==> config.mk <==
export PLATFORM = sky130hd
export DESIGN_NAME = amp_ctrl_seq
export DESIGN_NICKNAME = d
export VERILOG_FILES = /design/src/rtl/amp_ctrl_seq.sv
export SDC_FILE = /design/constraint.sdc
export NUM_CORES = 1
export LEC_CHECK = 0
export BUFFER_PORTS_ARGS = -buffer_cell sky130_fd_sc_hd__buf_2
export CELL_PAD_IN_SITES_DETAIL_PLACEMENT = 0
export CELL_PAD_IN_SITES_GLOBAL_PLACEMENT = 1
export CORE_MARGIN = 2
export CORE_UTILIZATION = 33
export DETAILED_ROUTE_END_ITERATION = 8
export HOLD_SLACK_MARGIN = 0.12
export PLACE_DENSITY_LB_ADDON = 0.1
export RECOVER_POWER = 100
export SYNTH_ARGS = -nofsm -noshare
export SYNTH_HDL_FRONTEND = slang
export SYNTH_SLANG_ARGS = --single-unit
==> constraint.sdc <==
create_clock -name clk -period 5.07 [get_ports clk]
set_input_delay 0.507 -clock clk [delete_from_list [all_inputs] [get_ports clk]]
set_output_delay 0.507 -clock clk [all_outputs]
set_load 0.01 [all_outputs]
==> src/rtl/amp_ctrl_seq.sv <==
// amp_ctrl_seq: MA12070 power-up, register-table configuration and mute sequencer.
// All outputs registered; table entries are written through a req/ack byte-write master.
module amp_ctrl_seq #(
  parameter int PWRUP_CYC  = 27000,
  parameter int UNMUTE_CYC = 2700,
  parameter int NUM_WRITES = 4,
  parameter int RETRIES    = 3,
  parameter int CNT_W      = 16
) (
  input  logic       clk,
  input  logic       resetb,
  input  logic       ena,
  input  logic       i2s_locked,
  input  logic       mute_req,
  output logic [3:0] tbl_idx,
  input  logic [7:0] tbl_reg,
  input  logic [7:0] tbl_val,
  output logic       m_req,
  output logic [7:0] m_reg,
  output logic [7:0] m_data,
  input  logic       m_ack,
  input  logic       m_nack,
  output logic       amp_nenable,
  output logic       amp_nmute,
  output logic       err,
  output logic [2:0] state_mon
);

  typedef enum logic [2:0] {
    OFF       = 3'd0,
    PWRUP     = 3'd1,
    CFG       = 3'd2,
    WAIT_LOCK = 3'd3,
    RUN       = 3'd4,
    FAULT     = 3'd5
  } state_t;

  localparam int               RTY_W     = $clog2(RETRIES + 2);
  localparam logic [CNT_W-1:0] PWRUP_LD  = CNT_W'(PWRUP_CYC - 1);
  localparam logic [CNT_W-1:0] UNMUTE_LD = CNT_W'(UNMUTE_CYC - 1);
  localparam logic [RTY_W-1:0] RTY_LAST  = RTY_W'(RETRIES);
  localparam logic [3:0]       IDX_LAST  = 4'(NUM_WRITES - 1);

  state_t           state_q, state_d;
  logic [CNT_W-1:0] cnt_q, cnt_d;
  logic [RTY_W-1:0] retry_q, retry_d;
  logic [3:0]       idx_q, idx_d;
  logic             req_q, req_d;
  logic [7:0]       reg_q, reg_d;
  logic [7:0]       data_q, data_d;
  logic             nen_q, nen_d;
  logic             nmute_q, nmute_d;
  logic             err_q, err_d;
  logic             clean;

  assign clean = i2s_locked && !mute_req;

  always_comb begin
    state_d = state_q;
    cnt_d   = cnt_q;
    retry_d = retry_q;
    idx_d   = idx_q;
    req_d   = req_q;
    reg_d   = reg_q;
    data_d  = data_q;
    err_d   = err_q;

    if (!ena) begin
      state_d = OFF;
      req_d   = 1'b0;
      idx_d   = 4'd0;
    end else begin
      unique case (state_q)
        OFF: begin
          state_d = PWRUP;
          cnt_d   = PWRUP_LD;
          err_d   = 1'b0;
        end
        PWRUP: begin
          if (cnt_q == '0) begin
            retry_d = '0;
            idx_d   = 4'd0;
            req_d   = 1'b0;
            if (NUM_WRITES == 0) begin
              state_d = WAIT_LOCK;
              cnt_d   = UNMUTE_LD;
            end else begin
              state_d = CFG;
            end
          end else begin
            cnt_d = cnt_q - CNT_W'(1);
          end
        end
        CFG: begin
          // Idle cycle latches the table lookup; responses only count while a request is up.
          if (!req_q) begin
            reg_d  = tbl_reg;
            data_d = tbl_val;
            req_d  = 1'b1;
          end else if (m_nack) begin
            req_d = 1'b0;
            if (retry_q == RTY_LAST) begin
              state_d = FAULT;
              err_d   = 1'b1;
            end else begin
              retry_d = retry_q + RTY_W'(1);
            end
          end else if (m_ack) begin
            req_d   = 1'b0;
            retry_d = '0;
            idx_d   = idx_q + 4'd1;
            if (idx_q == IDX_LAST) begin
              state_d = WAIT_LOCK;
              cnt_d   = UNMUTE_LD;
            end
          end
        end
        WAIT_LOCK: begin
          if (!clean) begin
            cnt_d = UNMUTE_LD;
          end else if (cnt_q == '0) begin
            state_d = RUN;
          end else begin
            cnt_d = cnt_q - CNT_W'(1);
          end
        end
        RUN: begin
          if (!clean) begin
            state_d = WAIT_LOCK;
            cnt_d   = UNMUTE_LD;
          end
        end
        FAULT: begin
          err_d = 1'b1;
          req_d = 1'b0;
        end
        default: begin
          state_d = OFF;
          req_d   = 1'b0;
        end
      endcase
    end

    // Pin levels follow the state being entered so they change with state_mon.
    nen_d   = !(state_d == PWRUP || state_d == CFG || state_d == WAIT_LOCK || state_d == RUN);
    nmute_d = (state_d == RUN);
  end

  always_ff @(posedge clk or negedge resetb) begin
    if (!resetb) begin
      state_q <= OFF;
      cnt_q   <= '0;
      retry_q <= '0;
      idx_q   <= 4'd0;
      req_q   <= 1'b0;
      reg_q   <= 8'd0;
      data_q  <= 8'd0;
      nen_q   <= 1'b1;
      nmute_q <= 1'b0;
      err_q   <= 1'b0;
    end else begin
      state_q <= state_d;
      cnt_q   <= cnt_d;
      retry_q <= retry_d;
      idx_q   <= idx_d;
      req_q   <= req_d;
      reg_q   <= reg_d;
      data_q  <= data_d;
      nen_q   <= nen_d;
      nmute_q <= nmute_d;
      err_q   <= err_d;
    end
  end

  assign tbl_idx     = idx_q;
  assign m_req       = req_q;
  assign m_reg       = reg_q;
  assign m_data      = data_q;
  assign amp_nenable = nen_q;
  assign amp_nmute   = nmute_q;
  assign err         = err_q;
  assign state_mon   = state_q;

endmodule

==> run_results.csv, run 1 <==
group,metric,value,unit
cts,ctsResizeCount,0,
floorplanning,ios,50,
worst_setup_path,cp.arrival,3.54,ns
layout,fillers,820,
cts,postCtsHoldBufs,0,
layout,finalCoreUtilization,0.387,
global_routing,grt_use_met3,0.0274,
cts,cts_made_buffers,5,
placed_design,io_buffers,49,
worst_setup_path,crit_buf_inv,1,
timing,setup_ws,1.72,ns
worst_setup_path,cp_data_required_time,5.26,ns
floorplanning,start_util,0.340,
timing,rsz0062_at_grt,"false",
layout,nets,343,
floorplanning,die_x,93.0,µm
timing,hold_viol,0,
cts,cts_sinks,46,
worst_setup_path,reg2reg_setup_slack,1.72,ns
logic_synthesis,synth_commonest_cells,"dfrtp_1 (45), o21ai_0 (28), nor2_1 (22)",
worst_hold_path,hp-start,"tbl_reg[1]",
layout,area_delta_synth_final,13.9,%
floorplanning,die_h,93.0,µm
global_routing,grt_start_max_net_pins,47,
logic_synthesis,synth_edf_count,0,
cts,root_buffer,"clkbuf_8",
cts,clockBufferDepth,2,
timing,post-route-min-period,3.35,ns
worst_setup_path,reg2reg_to,"state_mon[1]",
timing,fin_skew,0.00704,ns
run_status,violations,"capacitance limit, slew limit",
drt,dr_total_vias,2278,
global_routing,grtUsageMet2,0.237,
worst_setup_path,r2r-start,"cnt_q[0]",
power_and_ir_drop,p_leak,1.19,nW
layout,seq_area,1150,µm²
placed_design,dpl.hpwl,4710,µm
power_and_ir_drop,total_power,858,µW
drt,drc_errors,0,
floorplanning,core_area,7690,µm²
timing,slew_violations,75,
power_and_ir_drop,irDropWorstVdd,121,µV
placed_design,place_congestion,0.796,
worst_setup_path,crit_type,"reg2reg",
logic_synthesis,yosysTopAreaCell,"dfrtp_1",
drt,firstDrtPassIters,5,
logic_synthesis,synth_area,2620,µm²
worst_hold_path,hold_path_depth,2,
logic_synthesis,synth_nets,300,
power_and_ir_drop,power_density,288,nW/µm²
cts,cts_tree,"done",
layout,multi_input_area,1340,µm²
flow_run,maxCapViolCount,3,
global_routing,grt_pass1_vias,2134,
cts,clk-insertion-delay-late,0.30,ns
worst_setup_path,cp_max_fo,10,
floorplanning,dieArea,8650,µm²
run_status,outcome,"complete, but fails checks",
worst_setup_path,startpoint_type,"flop",
global_routing,grt_overflow,0,
worst_setup_path,critPathTopFamily,"simple AND/OR/NAND/NOR gates",
timing,setup_violations,0,
logic_synthesis,ys_seq_area_frac,0.441,
logic_synthesis,avgSynthCellArea,9.61,µm²
worst_setup_path,end_kind,"flop",
cts,htree_num_levels,2,
drt,route.antenna.remaining_nets,0,
worst_setup_path,cp_cell_sequence,"inv_1 -> ha_1 -> or3b_2 -> nor4_1 -> a211oi_1 -> a211o_1",
timing,max_freq,0.299,GHz
timing,worst_pin_slew,2.60,ns
placed_design,dp_cells,410,
cts,post_cts_buffers,0,
layout,largest_reg_flops,16,
global_routing,grt_use_met1,0.237,
logic_synthesis,synthDistinctLibCells,58,
worst_setup_path,cp_slowest_cell,"nor4_1",
logic_synthesis,synth_top_area_frac,0.431,
logic_synthesis,ys_seq_elements,46,
global_routing,grt_usage,0.158,
logic_synthesis,synth.most_common_cell,"dfrtp_1",
worst_setup_path,cp_slowest_stage_delay,1.51,ns
logic_synthesis,synthArstFlopShare,1.00,
logic_synthesis,synth_flop_cell,"dfrtp_1",
floorplanning,fp-row-count,32,
placed_design,pre_cts_slack,2.53,ns
worst_hold_path,hp-class,"in2reg",
drt,first_iter_violations,125,
global_routing,antenna_found_initial,0,
layout,n_antenna_cell,0,
layout,instances_no_fill,418,
timing,post-route-period-util,0.661,
drt,wl,6630,µm
cts,path_clk_slew,0.09,ns
drt,drt-vias-per-instance,5.45,
timing,slew-limit-headroom,-0.734,
logic_synthesis,syn_inst,272,
worst_hold_path,worstHoldEndpoint,"m_reg[1]",
worst_setup_path,r2r.worst_path.cells,6,
timing,setup_tns,0,ns
logic_synthesis,yosysWarnings,0,
drt,avgRoutedWirePerCell,15.9,µm
layout,final_layout_size_suffix_gt1_frac,0.171,
global_routing,top_usage_layer,"met1",
logic_synthesis,synth_area_leaders,"dfrtp_1 (43%), mux2_2 (6.9%), o21ai_0 (5.4%)",
global_routing,grt_pass1_wl,10900,µm
-- layer usage --
metal | vias to the layer above | share of wire
met4 | 0 | 0.0095
met1 | 1087 | 0.52
met3 | 6 | 0.049
met5 | - | 0
li1 | 1117 | -
met2 | 68 | 0.42
-- worst max path at each step --
stage                       startpoint           end  slack (ns)  depth (start not counted)
final                         cnt_q[0]  state_mon[1]        1.72                          6
after global routing      state_mon[2]     m_data[4]        1.53                          3
after CTS                 state_mon[2]     m_data[4]        2.53                          3
after detailed placement           ena     m_data[4]        2.53                          4
after global placement    state_mon[2]      m_reg[4]        2.50                          3
after floorplan              cnt_q[10]    retry_q[1]        2.97                          7
-- cell usage in the layout (no fill, tap or decap), types with 7 or more instances in the layout --
cell and count:
dfrtp_1 45, clkbuf_1 29, o21ai_0 28, nor2_1 22, buf_2 21, a21oi_1 17, mux2_2 16, nand2_1 15
nand3_1 10, inv_1 9, nor4_1 9, nor3_1 7
-- cell type report --
type	count	area share
flip-flops and latches	46	0.387
clock inverters	2	0.0126
repair buffers	50	0.0731
inverters	9	0.0113
clock buffers	6	0.0244
well taps	102	0.0429
multi-input cells	203	0.449
-- worst reg2reg max path: cells and delay by family, from the launching register on --
| family | cells | cell delay (ns) |
|---|---|---|
| AOI/OAI and AO/OA | 2 | 0.55 |
| adders and majority gates | 1 | 0.15 |
| buffers and inverters | 1 | 0.10 |
| DFF | 1 | 0.43 |
| and+or+nand+nor | 2 | 2.01 |
-- logic make-up (layout without fill, tap and decap cells) --
kind of cell	Yosys count	count (layout)	share of synthesized area
simple gates	95	95	0.206
compound gates	86	86	0.217
flops	46	46	0.441
buf+inv	23	67	0.0407
mux	16	16	0.0689
fa+ha+maj	5	5	0.0239
xor+xnor	1	1	0.00335
-- report_power, final --
group | internal, mW | leakage (nW) | switching, mW
clock | 0.147 | 0.0514 | 0.132
sequential | 0.408 | 0.575 | 0.0324
combinational | 0.0584 | 0.561 | 0.0800
total | 0.614 | 1.19 | 0.244
-- metrics by stage --
stage                     instance area (µm²)  hold WS, ns
after CTS                                3040        0.422
after global routing                     2980        0.418
after floorplan                          2620        0.211
final                                    2980        0.435
after detailed placement                 2930        0.488
after global placement                   2930        0.482
(Power assumes the default switching activity.)
==> inputs of run 2 (changes only) <==
--- a/config.mk
+++ b/config.mk
@@ -5,6 +5,7 @@
 export SDC_FILE = /design/constraint.sdc
 export NUM_CORES = 1
 export LEC_CHECK = 0
+export ABC_AREA = 1
 export BUFFER_PORTS_ARGS = -buffer_cell sky130_fd_sc_hd__buf_2
 export CELL_PAD_IN_SITES_DETAIL_PLACEMENT = 0
 export CELL_PAD_IN_SITES_GLOBAL_PLACEMENT = 1
==> constraint.sdc (replaced) <==
create_clock -name clk -period 3.4 [get_ports clk]
set_input_delay 0.34 -clock clk [delete_from_list [all_inputs] [get_ports clk]]
set_output_delay 0.34 -clock clk [all_outputs]
set_load 0.01 [all_outputs]
==> run_results.csv, run 2 <==
group,metric,value,unit
run_status,outcome,"complete, but fails checks",
run_status,violations,"capacitance limit, slew limit",
drt,wl,7050,µm
drt,firstDrtPassIters,4,
drt,avgRoutedWirePerCell,13.4,µm
timing,slew-limit-headroom,-0.00152,
flow_run,maxCapViolCount,1,
timing,max_freq,0.388,GHz
cts,post_cts_buffers,0,
cts,cts_made_buffers,5,
logic_synthesis,synthMuxAreaShare,0,
worst_setup_path,end_kind,"flop",
layout,final_cell_mix,"nand2_1 (127), dfrtp_1 (45), nor2_1 (43), inv_1 (38), clkbuf_1 (29)",
logic_synthesis,yosys.area_share.simple,0.364,
drt,drt-vias-per-instance,4.75,
timing,setup_tns,0,ns
floorplanning,core_area,8180,µm²
global_routing,grt_usage,0.165,
cts,path_clk_slew,0.09,ns
floorplanning,die_h,95.7,µm
logic_synthesis,synth-compound-area-share,0.0952,
layout,finalCoreUtilization,0.383,
logic_synthesis,synthDistinctLibCells,42,
cts,clockBufferDepth,2,
logic_synthesis,yosysTopAreaCell,"dfrtp_1",
placed_design,place_congestion,0.804,
layout,largest_reg_flops,16,
layout,final_layout_size_suffix_gt1_frac,0.126,
drt,drc_errors,0,
power_and_ir_drop,p_leak,1.57,nW
global_routing,grt_pass1_vias,2381,
worst_setup_path,startpoint_type,"flop",
power_and_ir_drop,power_density,378,nW/µm²
cts,cts_tree,"done",
drt,first_iter_violations,80,
logic_synthesis,ys_seq_area_frac,0.415,
logic_synthesis,synth_edf_count,0,
worst_hold_path,hp-class,"in2reg",
logic_synthesis,synth.most_common_cell,"nand2_1",
logic_synthesis,avgSynthCellArea,7.52,µm²
logic_synthesis,synth_top_area_frac,0.406,
layout,seq_area,1150,µm²
drt,route.antenna.remaining_nets,0,
timing,post-route-min-period,2.58,ns
power_and_ir_drop,irDropWorstVdd,187,µV
layout,multi_input_area,1370,µm²
floorplanning,ios,50,
layout,n_antenna_cell,0,
timing,setup_ws,0.820,ns
timing,hold_viol,0,
placed_design,pre_cts_slack,1.29,ns
worst_setup_path,crit_type,"reg2reg",
worst_setup_path,cp.arrival,2.78,ns
timing,setup_violations,0,
logic_synthesis,synth_xor_area_frac,0.0189,
power_and_ir_drop,total_power,1.18,mW
cts,postCtsHoldBufs,1,
logic_synthesis,synth_flop_cell,"dfrtp_1",
layout,layout_commonest_cell,"nand2_1",
floorplanning,dieArea,9160,µm²
logic_synthesis,synth_commonest_cells,"nand2_1 (125), dfrtp_1 (45), nor2_1 (42)",
floorplanning,die_x,95.7,µm
cts,htree_num_levels,2,
global_routing,grt_start_max_net_pins,26,
timing,slew_violations,25,
timing,worst_pin_slew,1.50,ns
timing,post-route-period-util,0.759,
global_routing,antenna_found_initial,0,
drt,dr_total_vias,2500,
global_routing,grt_overflow,0,
logic_synthesis,syn_inst,369,
timing,holdWs,0.234,ns
global_routing,grt_pass1_wl,11600,µm
placed_design,io_buffers,49,
logic_synthesis,synth_fa_ha_area_frac,0.0226,
cts,clk-insertion-delay-late,0.30,ns
logic_synthesis,synthArstFlopShare,1.00,
worst_setup_path,cp_max_fo,12,
timing,rsz0062_at_grt,"false",
placed_design,dpl.hpwl,5350,µm
logic_synthesis,synth_area_leaders,"dfrtp_1 (41%), nand2_1 (17%), nor2_1 (5.7%)",
layout,fillers,908,
timing,fin_skew,0.0124,ns
floorplanning,fp-row-count,33,
floorplanning,start_util,0.339,
logic_synthesis,synth_nets,397,
logic_synthesis,synth_top_family_by_area,"simple AND/OR/NAND/NOR gates",
layout,nets,448,
logic_synthesis,synth_area,2770,µm²
logic_synthesis,yosysWarnings,0,
worst_setup_path,cp_data_required_time,3.60,ns
cts,ctsResizeCount,0,
logic_synthesis,ys_seq_elements,46,
cts,cts_sinks,46,
layout,area_delta_synth_final,13.0,%
cts,root_buffer,"clkbuf_8",
==> run 2: kinds of logic (layout without fill, tap and decap cells) <==
kind of cell | count (synthesis) | in the layout
simple gates | 222 | 222
xor+xnor | 6 | 6
flops | 46 | 46
buf+inv | 51 | 103
fa+ha+maj | 5 | 5
compound gates | 39 | 39
==> run 2: cell type report <==
type | count | share of cell area
clock buffers | 6 | 0.0232
clock inverters | 2 | 0.00439
inverters | 44 | 0.0539
multi-input cells | 272 | 0.436
flip-flops and latches | 46 | 0.368
well taps | 105 | 0.0419
repair buffers | 51 | 0.0727
==> run 2: report_power, final <==
part | switching (mW) | internal (mW) | leakage [nW]
clock network | 0.191 | 0.146 | 0.0452
registers | 0.0386 | 0.599 | 0.576
logic | 0.135 | 0.0750 | 0.944
==> run 2: worst max-delay path, cell delays in order, from the launching register on <==
cell and delay (ns):
dfrtp_1 0.56, clkinvlp_2 0.19, nand3_1 0.44, inv_1 0.19
nand2_1 0.12, nand2_1 0.08, inv_2 0.10, nand3_4 0.19
nor2_1 0.35, nand2_1 0.11, o22ai_2 0.10, inv_1 0.05
==> run 2: per-stage QoR <==
stage / cell area [µm²] / instances
floorplan: 2770 / 369
global placement: 3090 / 517
detailed placement: 3090 / 517
CTS: 3190 / 526
global route: 3130 / 526
finish: 3130 / 526
==> run 2: metal layers <==
layer / vias to the layer above / track usage / wire [µm]
met5: - / 0 / 0
met4: 0 / 0.0464 / 78
met3: 6 / 0.0300 / 192
met2: 43 / 0.282 / 3520
met1: 1171 / 0.212 / 3260
li1: 1280 / - / -
==> run 2: worst paths after layout <==
check                        startpoint     endpoint  slack [ns]  depth (start not counted)
max                        state_mon[2]    cnt_q[11]        0.82                         11
min                          tbl_reg[2]     m_reg[2]        0.23                          3
max reg2reg                state_mon[2]    cnt_q[11]        0.82                         11
min reg2reg                    m_reg[5]     m_reg[5]        0.48                          2
max in group asynchronous        resetb  amp_nenable        1.38                          3
min in group asynchronous        resetb    cnt_q[15]        0.93                          2
